### src/rtl/cdb_arbiter_if.sv
// cdb_arbiter_if: bundle of the result-producer handshake and the common data
// bus (CDB) broadcast driven by cdb_arbiter.
//   flush          : pipeline flush, discard all buffered results
//   src_valid      : per-source result-valid strobe            [NUM_SRC]
//   src_index      : per-source lock tag, source s at [s*LOCK_W +: LOCK_W]
//   src_result     : per-source result,   source s at [s*DATA_W +: DATA_W]
//   src_stall      : per-source FIFO full, producer must hold  [NUM_SRC]
//   cdb_out_valid  : broadcast present this cycle
//   cdb_out_index  : broadcast tag (NO_LOCK when idle)
//   cdb_out_result : broadcast data (0 when idle)
//   cdb_out_src    : granted source number (0 when idle)
// Modports: master = producer/consumer side, slave = arbiter side.
interface cdb_arbiter_if #(
    parameter int unsigned NUM_SRC = 4,
    parameter int unsigned LOCK_W  = 5,
    parameter int unsigned DATA_W  = 32
);
    logic                        flush;
    logic [NUM_SRC-1:0]          src_valid;
    logic [NUM_SRC*LOCK_W-1:0]   src_index;
    logic [NUM_SRC*DATA_W-1:0]   src_result;
    logic [NUM_SRC-1:0]          src_stall;
    logic                        cdb_out_valid;
    logic [LOCK_W-1:0]           cdb_out_index;
    logic [DATA_W-1:0]           cdb_out_result;
    logic [$clog2(NUM_SRC)-1:0]  cdb_out_src;

    modport master (
        output flush, src_valid, src_index, src_result,
        input  src_stall, cdb_out_valid, cdb_out_index, cdb_out_result, cdb_out_src
    );

    modport slave (
        input  flush, src_valid, src_index, src_result,
        output src_stall, cdb_out_valid, cdb_out_index, cdb_out_result, cdb_out_src
    );
endinterface

### src/rtl/cdb_arbiter.sv
// cdb_arbiter: buffers completed results from NUM_SRC functional units in
// small per-source FIFOs and grants one per cycle onto the registered common
// data bus. Tag NO_LOCK means "no broadcast" and is never stored.
// Ports:
//   clk : clock, all state on the rising edge
//   rst : synchronous active-high reset (overrides flush and pushes)
//   bus : cdb_arbiter_if.slave (flush, src_* inputs, src_stall and cdb_out_*)
// Build option: define CDB_FIXED_PRIO_EN for fixed priority (lowest-numbered
// non-empty source wins, no round-robin pointer); default is round-robin.
module cdb_arbiter #(
    parameter int unsigned NUM_SRC = 4,
    parameter int unsigned DEPTH   = 2,
    parameter int unsigned LOCK_W  = 5,
    parameter int unsigned DATA_W  = 32,
    parameter int unsigned NO_LOCK = 0
) (
    input  logic         clk,
    input  logic         rst,
    cdb_arbiter_if.slave bus
);
    localparam int unsigned SRC_W = $clog2(NUM_SRC);
    localparam int unsigned PTR_W = $clog2(DEPTH);
    localparam int unsigned CNT_W = $clog2(DEPTH + 1);
    localparam logic [LOCK_W-1:0] IDLE_TAG = LOCK_W'(NO_LOCK);

    logic [LOCK_W-1:0] mem_index  [NUM_SRC][DEPTH];
    logic [DATA_W-1:0] mem_result [NUM_SRC][DEPTH];
    logic [PTR_W-1:0]  rd_ptr     [NUM_SRC];
    logic [PTR_W-1:0]  wr_ptr     [NUM_SRC];
    logic [CNT_W-1:0]  count      [NUM_SRC];

    logic [NUM_SRC-1:0] stall;
    logic [NUM_SRC-1:0] push;
    logic [NUM_SRC-1:0] pop;
    logic               grant_any;
    logic [SRC_W-1:0]   grant_idx;
    logic [SRC_W-1:0]   cand;

    logic               out_valid;
    logic [LOCK_W-1:0]  out_index;
    logic [DATA_W-1:0]  out_result;
    logic [SRC_W-1:0]   out_src;

`ifndef CDB_FIXED_PRIO_EN
    logic [SRC_W-1:0]   rr_ptr;
`endif

    // Only FIFOs non-empty before the edge are eligible, so a same-cycle push
    // can never be granted (no bypass).
    always_comb begin
        grant_any = 1'b0;
        grant_idx = '0;
        cand      = '0;
        for (int unsigned k = 0; k < NUM_SRC; k++) begin
`ifdef CDB_FIXED_PRIO_EN
            cand = SRC_W'(k);
`else
            cand = SRC_W'((32'(rr_ptr) + k) % NUM_SRC);
`endif
            if (!grant_any && count[cand] != '0) begin
                grant_any = 1'b1;
                grant_idx = cand;
            end
        end
    end

    // Stall looks at the count only; a same-cycle pop is not credited.
    always_comb begin
        stall = '0;
        push  = '0;
        pop   = '0;
        for (int unsigned s = 0; s < NUM_SRC; s++) begin
            stall[s] = (count[s] == CNT_W'(DEPTH));
            push[s]  = bus.src_valid[s]
                     && (bus.src_index[s*LOCK_W +: LOCK_W] != IDLE_TAG)
                     && !stall[s];
            pop[s]   = grant_any && (grant_idx == SRC_W'(s));
        end
    end

    // Storage needs no reset; rst/flush clear the pointers and counts instead.
    always_ff @(posedge clk) begin
        for (int unsigned s = 0; s < NUM_SRC; s++) begin
            if (push[s]) begin
                mem_index[s][wr_ptr[s]]  <= bus.src_index[s*LOCK_W +: LOCK_W];
                mem_result[s][wr_ptr[s]] <= bus.src_result[s*DATA_W +: DATA_W];
            end
        end
    end

    always_ff @(posedge clk) begin
        if (rst || bus.flush) begin
            for (int unsigned s = 0; s < NUM_SRC; s++) begin
                rd_ptr[s] <= '0;
                wr_ptr[s] <= '0;
                count[s]  <= '0;
            end
            out_valid  <= 1'b0;
            out_index  <= IDLE_TAG;
            out_result <= '0;
            out_src    <= '0;
        end else begin
            for (int unsigned s = 0; s < NUM_SRC; s++) begin
                if (push[s]) wr_ptr[s] <= wr_ptr[s] + PTR_W'(1);
                if (pop[s])  rd_ptr[s] <= rd_ptr[s] + PTR_W'(1);
                if (push[s] && !pop[s])
                    count[s] <= count[s] + CNT_W'(1);
                else if (!push[s] && pop[s])
                    count[s] <= count[s] - CNT_W'(1);
            end
            out_valid  <= grant_any;
            out_index  <= grant_any ? mem_index[grant_idx][rd_ptr[grant_idx]] : IDLE_TAG;
            out_result <= grant_any ? mem_result[grant_idx][rd_ptr[grant_idx]] : '0;
            out_src    <= grant_any ? grant_idx : '0;
        end
    end

`ifndef CDB_FIXED_PRIO_EN
    // Pointer survives flush; only reset clears it.
    always_ff @(posedge clk) begin
        if (rst) begin
            rr_ptr <= '0;
        end else if (!bus.flush && grant_any) begin
            rr_ptr <= (grant_idx == SRC_W'(NUM_SRC - 1)) ? '0 : grant_idx + SRC_W'(1);
        end
    end
`endif

    assign bus.src_stall      = stall;
    assign bus.cdb_out_valid  = out_valid;
    assign bus.cdb_out_index  = out_index;
    assign bus.cdb_out_result = out_result;
    assign bus.cdb_out_src    = out_src;
endmodule
### src/flat_wrapper.sv
// flat-port wrapper written by rule: the top's interface ports become plain ports
module cdb_arbiter_flat 
#(
    parameter int unsigned NUM_SRC = 4,
    parameter int unsigned DEPTH   = 2,
    parameter int unsigned LOCK_W  = 5,
    parameter int unsigned DATA_W  = 32,
    parameter int unsigned NO_LOCK = 0
)
  (clk, rst, bus_flush, bus_src_valid, bus_src_index, bus_src_result, bus_src_stall, bus_cdb_out_valid, bus_cdb_out_index, bus_cdb_out_result, bus_cdb_out_src);
  cdb_arbiter_if #(.NUM_SRC(NUM_SRC), .LOCK_W(LOCK_W), .DATA_W(DATA_W)) bus_i ();
  input  logic clk;
  input  logic rst;
  input wire logic [$bits(bus_i.flush)-1:0] bus_flush;
  input wire logic [$bits(bus_i.src_valid)-1:0] bus_src_valid;
  input wire logic [$bits(bus_i.src_index)-1:0] bus_src_index;
  input wire logic [$bits(bus_i.src_result)-1:0] bus_src_result;
  output wire logic [$bits(bus_i.src_stall)-1:0] bus_src_stall;
  output wire logic [$bits(bus_i.cdb_out_valid)-1:0] bus_cdb_out_valid;
  output wire logic [$bits(bus_i.cdb_out_index)-1:0] bus_cdb_out_index;
  output wire logic [$bits(bus_i.cdb_out_result)-1:0] bus_cdb_out_result;
  output wire logic [$bits(bus_i.cdb_out_src)-1:0] bus_cdb_out_src;
  assign bus_i.flush = bus_flush;
  assign bus_i.src_valid = bus_src_valid;
  assign bus_i.src_index = bus_src_index;
  assign bus_i.src_result = bus_src_result;
  assign bus_src_stall = bus_i.src_stall;
  assign bus_cdb_out_valid = bus_i.cdb_out_valid;
  assign bus_cdb_out_index = bus_i.cdb_out_index;
  assign bus_cdb_out_result = bus_i.cdb_out_result;
  assign bus_cdb_out_src = bus_i.cdb_out_src;
  cdb_arbiter #(.NUM_SRC(NUM_SRC), .DEPTH(DEPTH), .LOCK_W(LOCK_W), .DATA_W(DATA_W), .NO_LOCK(NO_LOCK)) u_core (.clk(clk), .rst(rst), .bus(bus_i));
endmodule
### config.mk
export PLATFORM = sky130hd
export DESIGN_NAME = cdb_arbiter_flat
export DESIGN_NICKNAME = d
export VERILOG_FILES = /design/src/rtl/cdb_arbiter_if.sv /design/src/rtl/cdb_arbiter.sv /design/src/flat_wrapper.sv
export SDC_FILE = /design/constraint.sdc
export NUM_CORES = 1
export LEC_CHECK = 0
export CAP_MARGIN = 20
export CORE_MARGIN = 2
export CORE_UTILIZATION = 50
export CTS_BUF_LIST = sky130_fd_sc_hd__clkbuf_4
export DETAILED_ROUTE_END_ITERATION = 16
export GPL_ROUTABILITY_DRIVEN = 0
export HOLD_SLACK_MARGIN = 0.06
export PLACE_DENSITY = 0.89
export SYNTH_ARGS = -nofsm -noshare
export SYNTH_HDL_FRONTEND = slang
export SYNTH_SLANG_ARGS = --single-unit
### constraint.sdc
create_clock -name clk -period 2.95 [get_ports clk]
set_clock_uncertainty 0.15 [all_clocks]
set_input_delay 0.295 -clock clk [delete_from_list [all_inputs] [get_ports clk]]
set_output_delay 0.295 -clock clk [all_outputs]
set_load 0.01 [all_outputs]
# Yosys cells after proc, flatten, opt, wreduce, memory -nomap -nowiden
# Memories as Yosys holds them, arrays and structs flattened. A register that Yosys moved wholly into a read port is not among the register bits.
# Index checks and enable logic that the tools add are counted.
# totals
n_memories	5
elab_cells	234
ram_bits	312
regBits	42
# op_classes
magnitude_cmp	9
addsub	20
reduce_logical	55
n_bitwise	22
n_eq_ne	7
n_mux	111
# memory_table
memory	words	width	read_ports	rd_ports_with_merged_regs	write_ports	line	text
u_core.mem_result	4	64	1	0	4	cdb_arbiter.sv:27	logic [DATA_W-1:0] mem_result [NUM_SRC][DEPTH];
u_core.mem_index	4	10	1	0	4	cdb_arbiter.sv:26	logic [LOCK_W-1:0] mem_index [NUM_SRC][DEPTH];
u_core.count	4	2	8	1	4	cdb_arbiter.sv:30	logic [CNT_W-1:0] count [NUM_SRC];
u_core.rd_ptr	4	1	5	0	4	cdb_arbiter.sv:28	logic [PTR_W-1:0] rd_ptr [NUM_SRC];
u_core.wr_ptr	4	1	4	0	4	cdb_arbiter.sv:29	logic [PTR_W-1:0] wr_ptr [NUM_SRC];
# ops
op	count
64-bit 2-to-1 mux	4
32-bit 2-to-1 mux	7
32-bit demux with 1-bit select	4
1-bit 2-to-1 mux	66
10-bit 2-to-1 mux	4
5-bit 2-to-1 mux	7
2-bit 2-to-1 mux	15
1-bit logical AND	28
5-bit demux with 1-bit select	4
5-bit nonzero test	4
1-bit zero test	16
1-bit bitwise OR	16
2-bit by 1-bit adder with 2-bit output, second input constant	6
2-bit == test, second input constant	6
2-bit >= comparator, second input constant	5
1-bit inverter with 2-bit output	5
1-bit adder, second input constant	8
2-bit by 1-bit < comparator with 1-bit output, second input constant	4
2-bit nonzero test	4
2-bit by 1-bit subtractor with 2-bit output, second input constant	4
2-bit adder, second input constant	2
2-bit by 1-bit == test with 1-bit output, second input constant	1
2-bit zero test	1
2-bit OR reduction	1
2 further kinds	2

# Depth between registers and ports, before layout
# logic_depth
depth_word	20
ltp_mapped	11
depth_no_buf	9

# Least setup slack after synthesis
# Ideal clock, no wire load.
# synth_timing
kind	register to register
start	memory u_core.count[3][1] (netlist name)
end	memory u_core.count[0][0] (netlist name) (enable)
arrival_time_ns	2.734
synth_period_minus_slack_ns	3.149
path_buffers	1
path_stages_with_launch	10
path_slack_ns	-0.199
path_cell_list	edfxtp_1 or2_2 mux4_2 o31ai_1 clkbuf_1 inv_2 ha_1 o21ai_1 xnor2_1 nand2_1
# synth_rtl
element	line
from (decl)	cdb_arbiter.sv:30

==> out/qor.json <==
{
  "detailed_routing": {
    "detail_route.wl_per_cell_um": 23.0,
    "drt-pass1-iter-count": 6,
    "routed-via-count": 10903,
    "drc_errors": 0,
    "antenna_violating_nets_post_route": 0,
    "drt_iter0_drc": 1549,
    "detail_route.wirelength_mm": 43.3,
    "vias_per_cell": 5.80
  },
  "logic_synthesis": {
    "yosys_warnings": 0,
    "synth_area_sq_um": 14600,
    "synth_top_family_by_area": "multiplexers",
    "ys.flop_type": "sky130_fd_sc_hd__edfxtp_1",
    "ys_top_cells_by_area": "sky130_fd_sc_hd__edfxtp_1 (64%), sky130_fd_sc_hd__mux2i_1 (10%), sky130_fd_sc_hd__dfxtp_1 (6.0%), sky130_fd_sc_hd__nor2_1 (2.4%), sky130_fd_sc_hd__mux2_2 (2.4%)",
    "sequential_fraction_of_the_synthesis_area_pct": 70.3,
    "synthDominantCellAreaShare_pct": 64.2,
    "synth-seq-cells": 356,
    "yosys.area_share.adder_pct": 0.429,
    "complex_gate_fraction_of_the_synthesized_area_pct": 6.74,
    "simple_gate_area_share_of_the_yosys_netlist_pct": 6.65,
    "synth_async_sr_flop_share_pct": 0,
    "synth_xor_area_share_pct": 0.420,
    "synth_largest_area_cell": "sky130_fd_sc_hd__edfxtp_1",
    "syn_inst": 999,
    "synth_enable_flop_cells": 312,
    "synth_fp_nets": 1159,
    "ys_types": 42,
    "postSynthAreaPerCell_sq_um": 14.6,
    "yosys-mux-area-fraction_pct": 13.7
  },
  "worst_setup_path": {
    "worst_setup_path_end_kind": "flip-flop",
    "crit_path_max_fo": 7,
    "path_class": "reg -> reg",
    "cp-start-kind": "flip-flop",
    "path_depth_of_the_worst_reg2reg_path": 9,
    "worstPathArrival_ps": 3520,
    "reg2reg_setup_slack_ps": -230,
    "critPathRequiredTime_ps": 3290
  },
  "clocking": {
    "tritoncts": "done",
    "worstSkewPairLatency_ps": 730,
    "cts_buffers": 85,
    "cts_root_buf": "sky130_fd_sc_hd__clkbuf_4",
    "clock_input_transition_at_the_sequential_cells_of_the_worst_setup_and_hold_paths_ps": 80,
    "clock_sink_count": 356,
    "cts_htree_levels": 3,
    "maximum_number_of_buffers_from_clock_root_to_sink": 3
  },
  "finish": {
    "final_layout_size_suffix_gt1_share_pct": 20.6,
    "finalInstanceArea_sq_um": 20400,
    "fin_nets": 1593,
    "fill_cells": 1828,
    "flow.area_growth_from_synthesis_pct": 39.6
  },
  "sta": {
    "timing.max_slew.rel_slack_pct": 35.5,
    "clock_period_minus_final_worst_setup_slack_ps": 3180,
    "holdWs_ps": 84.0,
    "final_hold_viol_count": 0,
    "fin_ws_ps": -229,
    "grt_setup_unrepaired": "yes",
    "setup-violations-final": 57,
    "slew_viol_final": 0,
    "transition_time_at_the_pin_with_the_least_slew_margin_ps": 965,
    "post-route-period-util_pct": 108,
    "timing.fmax_mhz": 315
  },
  "run_status": {
    "violations_in_the_final_reports": "negative setup slack",
    "outcome": "complete, but fails checks"
  },
  "global_routing": {
    "globalRouteOverflowTotal": 0,
    "grt_max_degree": 40,
    "grt_antenna_before_repair": 2,
    "all_layer_gr_usage_pct": 26.1,
    "grt_pass1_vias": 10776,
    "global_route_wire_length_before_repair_mm": 60.3
  },
  "power": {
    "p_per_area_nw_per_um2": 977,
    "peakVddDrop_mv": 0.943,
    "static-leakage-power_nw": 7.17
  },
  "floorplan": {
    "initial_core_util_pct": 50.8,
    "floorplan.rows": 62,
    "io_pins": 199,
    "core_area_sq_um": 28700,
    "die_h_um": 175,
    "fp.dieArea_sq_um": 30600,
    "die_wd_um": 175
  },
  "job": {
    "drv.max_cap_violation_count": 0
  },
  "worst_hold_path": {
    "min_path_type": "in -> reg",
    "hold-path-cell-count": 1
  },
  "placement": {
    "port_buffers": 198,
    "place.detailed.hpwl_mm": 26.2,
    "placedInstanceArea_sq_um": 17400,
    "pre_cts_ws_ps": -88.0
  }
}
==> critical path: stages (launching register included) <==
cell,delay [ps]
sky130_fd_sc_hd__edfxtp_1,430
sky130_fd_sc_hd__buf_4,200
sky130_fd_sc_hd__o211a_1,260
sky130_fd_sc_hd__mux2i_2,280
sky130_fd_sc_hd__nand4_1,280
sky130_fd_sc_hd__o31ai_4,480
sky130_fd_sc_hd__ha_2,340
sky130_fd_sc_hd__o21ai_2,120
sky130_fd_sc_hd__xnor2_2,270
sky130_fd_sc_hd__nand2_1,120
==> worst paths after layout <==
check / from / endpoint
worst max-delay path: u_core.count[1][1]$_SDFFCE_PN0P_ / u_core.count[3][0]$_DFFE_PP_
worst min-delay path: bus_src_index[7] / u_core.mem_index[1][2]$_DFFE_PP_
worst max register to register: u_core.count[1][1]$_SDFFCE_PN0P_ / u_core.count[3][0]$_DFFE_PP_
worst min register to register: u_core.mem_result[2][62]$_DFFE_PP_ / u_core.bus.cdb_out_result[30]$_SDFF_PP0_
==> through the flow <==
stage               total power [W]  util [%]  TNS [ps]  instances
global placement             0.0134      60.6      -286       1581
finish                       0.0199      71.0     -7340       1881
floorplan                    0.0111         -    -13190        999
CTS                          0.0184      69.2     -13.8       1859
global route                 0.0206      71.0    -13420       1881
detailed placement           0.0137      60.6     -1320       1581
==> cells by family (layout without fill, tap and decap cells) <==
family | after synthesis | count (layout)
DFF | 356 | 356
and+or+nand+nor | 199 | 199
muxes | 191 | 191
AOI/OAI and AO/OA | 173 | 173
buffers and inverters | 68 | 565
xor gates and xnor gates | 7 | 7
adders and majority gates | 5 | 5
other | 0 | 1
==> routing by layer <==
| metal | global-route usage, % | vias to the layer above | part of all wire, % | wire (um) |
|---|---|---|---|---|
| met3 | 6.70 | 155 | 9.4 | 4090 |
| met5 | 0 | - | 0.016 | 7 |
| met1 | 32.6 | 5244 | 38 | 16500 |
| met2 | 42.9 | 760 | 48 | 20900 |
| li1 | - | 4742 | - | - |
| met4 | 11.8 | 2 | 4.2 | 1810 |
==> registers in the layout, summed over array words and instances, names as in the netlist, named ones only <==
name / count
u_core.wr_ptr: 4
u_core.bus.cdb_out_src: 2
u_core.rr_ptr: 2
u_core.bus.cdb_out_result: 32
u_core.bus.cdb_out_valid: 1
u_core.count: 8
u_core.mem_result: 256
u_core.bus.cdb_out_index: 5
u_core.mem_index: 40
u_core.rd_ptr: 4
==> cells in the final DEF (no fill, tap or decap), types with 42 or more instances in the layout <==
cell type | synthesis | final
sky130_fd_sc_hd__nor2_1 | 95 | 84
sky130_fd_sc_hd__clkdlybuf4s50_1 | 0 | 198
sky130_fd_sc_hd__edfxtp_1 | 312 | 312
sky130_fd_sc_hd__dlygate4sd3_1 | 0 | 124
sky130_fd_sc_hd__clkbuf_4 | 0 | 126
sky130_fd_sc_hd__buf_4 | 1 | 67
sky130_fd_sc_hd__o21ai_1 | 46 | 42
sky130_fd_sc_hd__dfxtp_1 | 44 | 44
sky130_fd_sc_hd__a21oi_1 | 46 | 44
sky130_fd_sc_hd__mux2i_1 | 150 | 149
sky130_fd_sc_hd__nor3_1 | 45 | 43
==> synthesized netlist by cell type, types with 2 or more instances <==
master / count
sky130_fd_sc_hd__mux2i_1: 150
sky130_fd_sc_hd__mux2_2: 31
sky130_fd_sc_hd__or4_1: 6
sky130_fd_sc_hd__xnor2_1: 7
sky130_fd_sc_hd__nor4b_1: 2
sky130_fd_sc_hd__or2_1: 4
sky130_fd_sc_hd__and4_1: 2
sky130_fd_sc_hd__mux2_1: 7
sky130_fd_sc_hd__ha_1: 5
sky130_fd_sc_hd__nand2_1: 17
sky130_fd_sc_hd__or2_2: 2
sky130_fd_sc_hd__nor4_1: 4
sky130_fd_sc_hd__o21ai_0: 39
sky130_fd_sc_hd__dfxtp_1: 44
sky130_fd_sc_hd__buf_2: 5
sky130_fd_sc_hd__nand4_1: 2
sky130_fd_sc_hd__nor2b_1: 7
sky130_fd_sc_hd__nor3b_1: 4
sky130_fd_sc_hd__mux4_2: 3
sky130_fd_sc_hd__clkbuf_1: 53
sky130_fd_sc_hd__edfxtp_1: 312
sky130_fd_sc_hd__o21ai_1: 46
sky130_fd_sc_hd__a21oi_1: 46
sky130_fd_sc_hd__o211ai_1: 37
sky130_fd_sc_hd__nor3_1: 45
sky130_fd_sc_hd__nand3b_1: 3
sky130_fd_sc_hd__inv_1: 7
sky130_fd_sc_hd__nor2_1: 95
==> report_power, final <==
group / internal [W] / switching (W)
sequential: 0.00628 / 0.000294
combinational: 0.00397 / 0.00516
clock: 0.00222 / 0.00197
==> final cells by class <==
class	count	area [sq um]	share of cell area, %
flip-flops and latches	356	10200	50.3
clock inverters	24	181	0.891
multi-input cells	575	4440	21.8
repair buffers	407	4030	19.8
clock buffers	126	946	4.64
well taps	384	480	2.36
inverters	8	30.0	0.147
diodes	1	2.50	0.0123
==> repair_timing <==
item                       4_1_cts  5_1_grt
resized for setup               13       67
gates cloned                     2        1
hold buffers                   118        6
setup buffers                    8       11
pin swaps                        4       33
hold endpoints to repair       234       11
setup endpoints to repair       40       58
No activity file was read; power rests on OpenSTA's default activity.
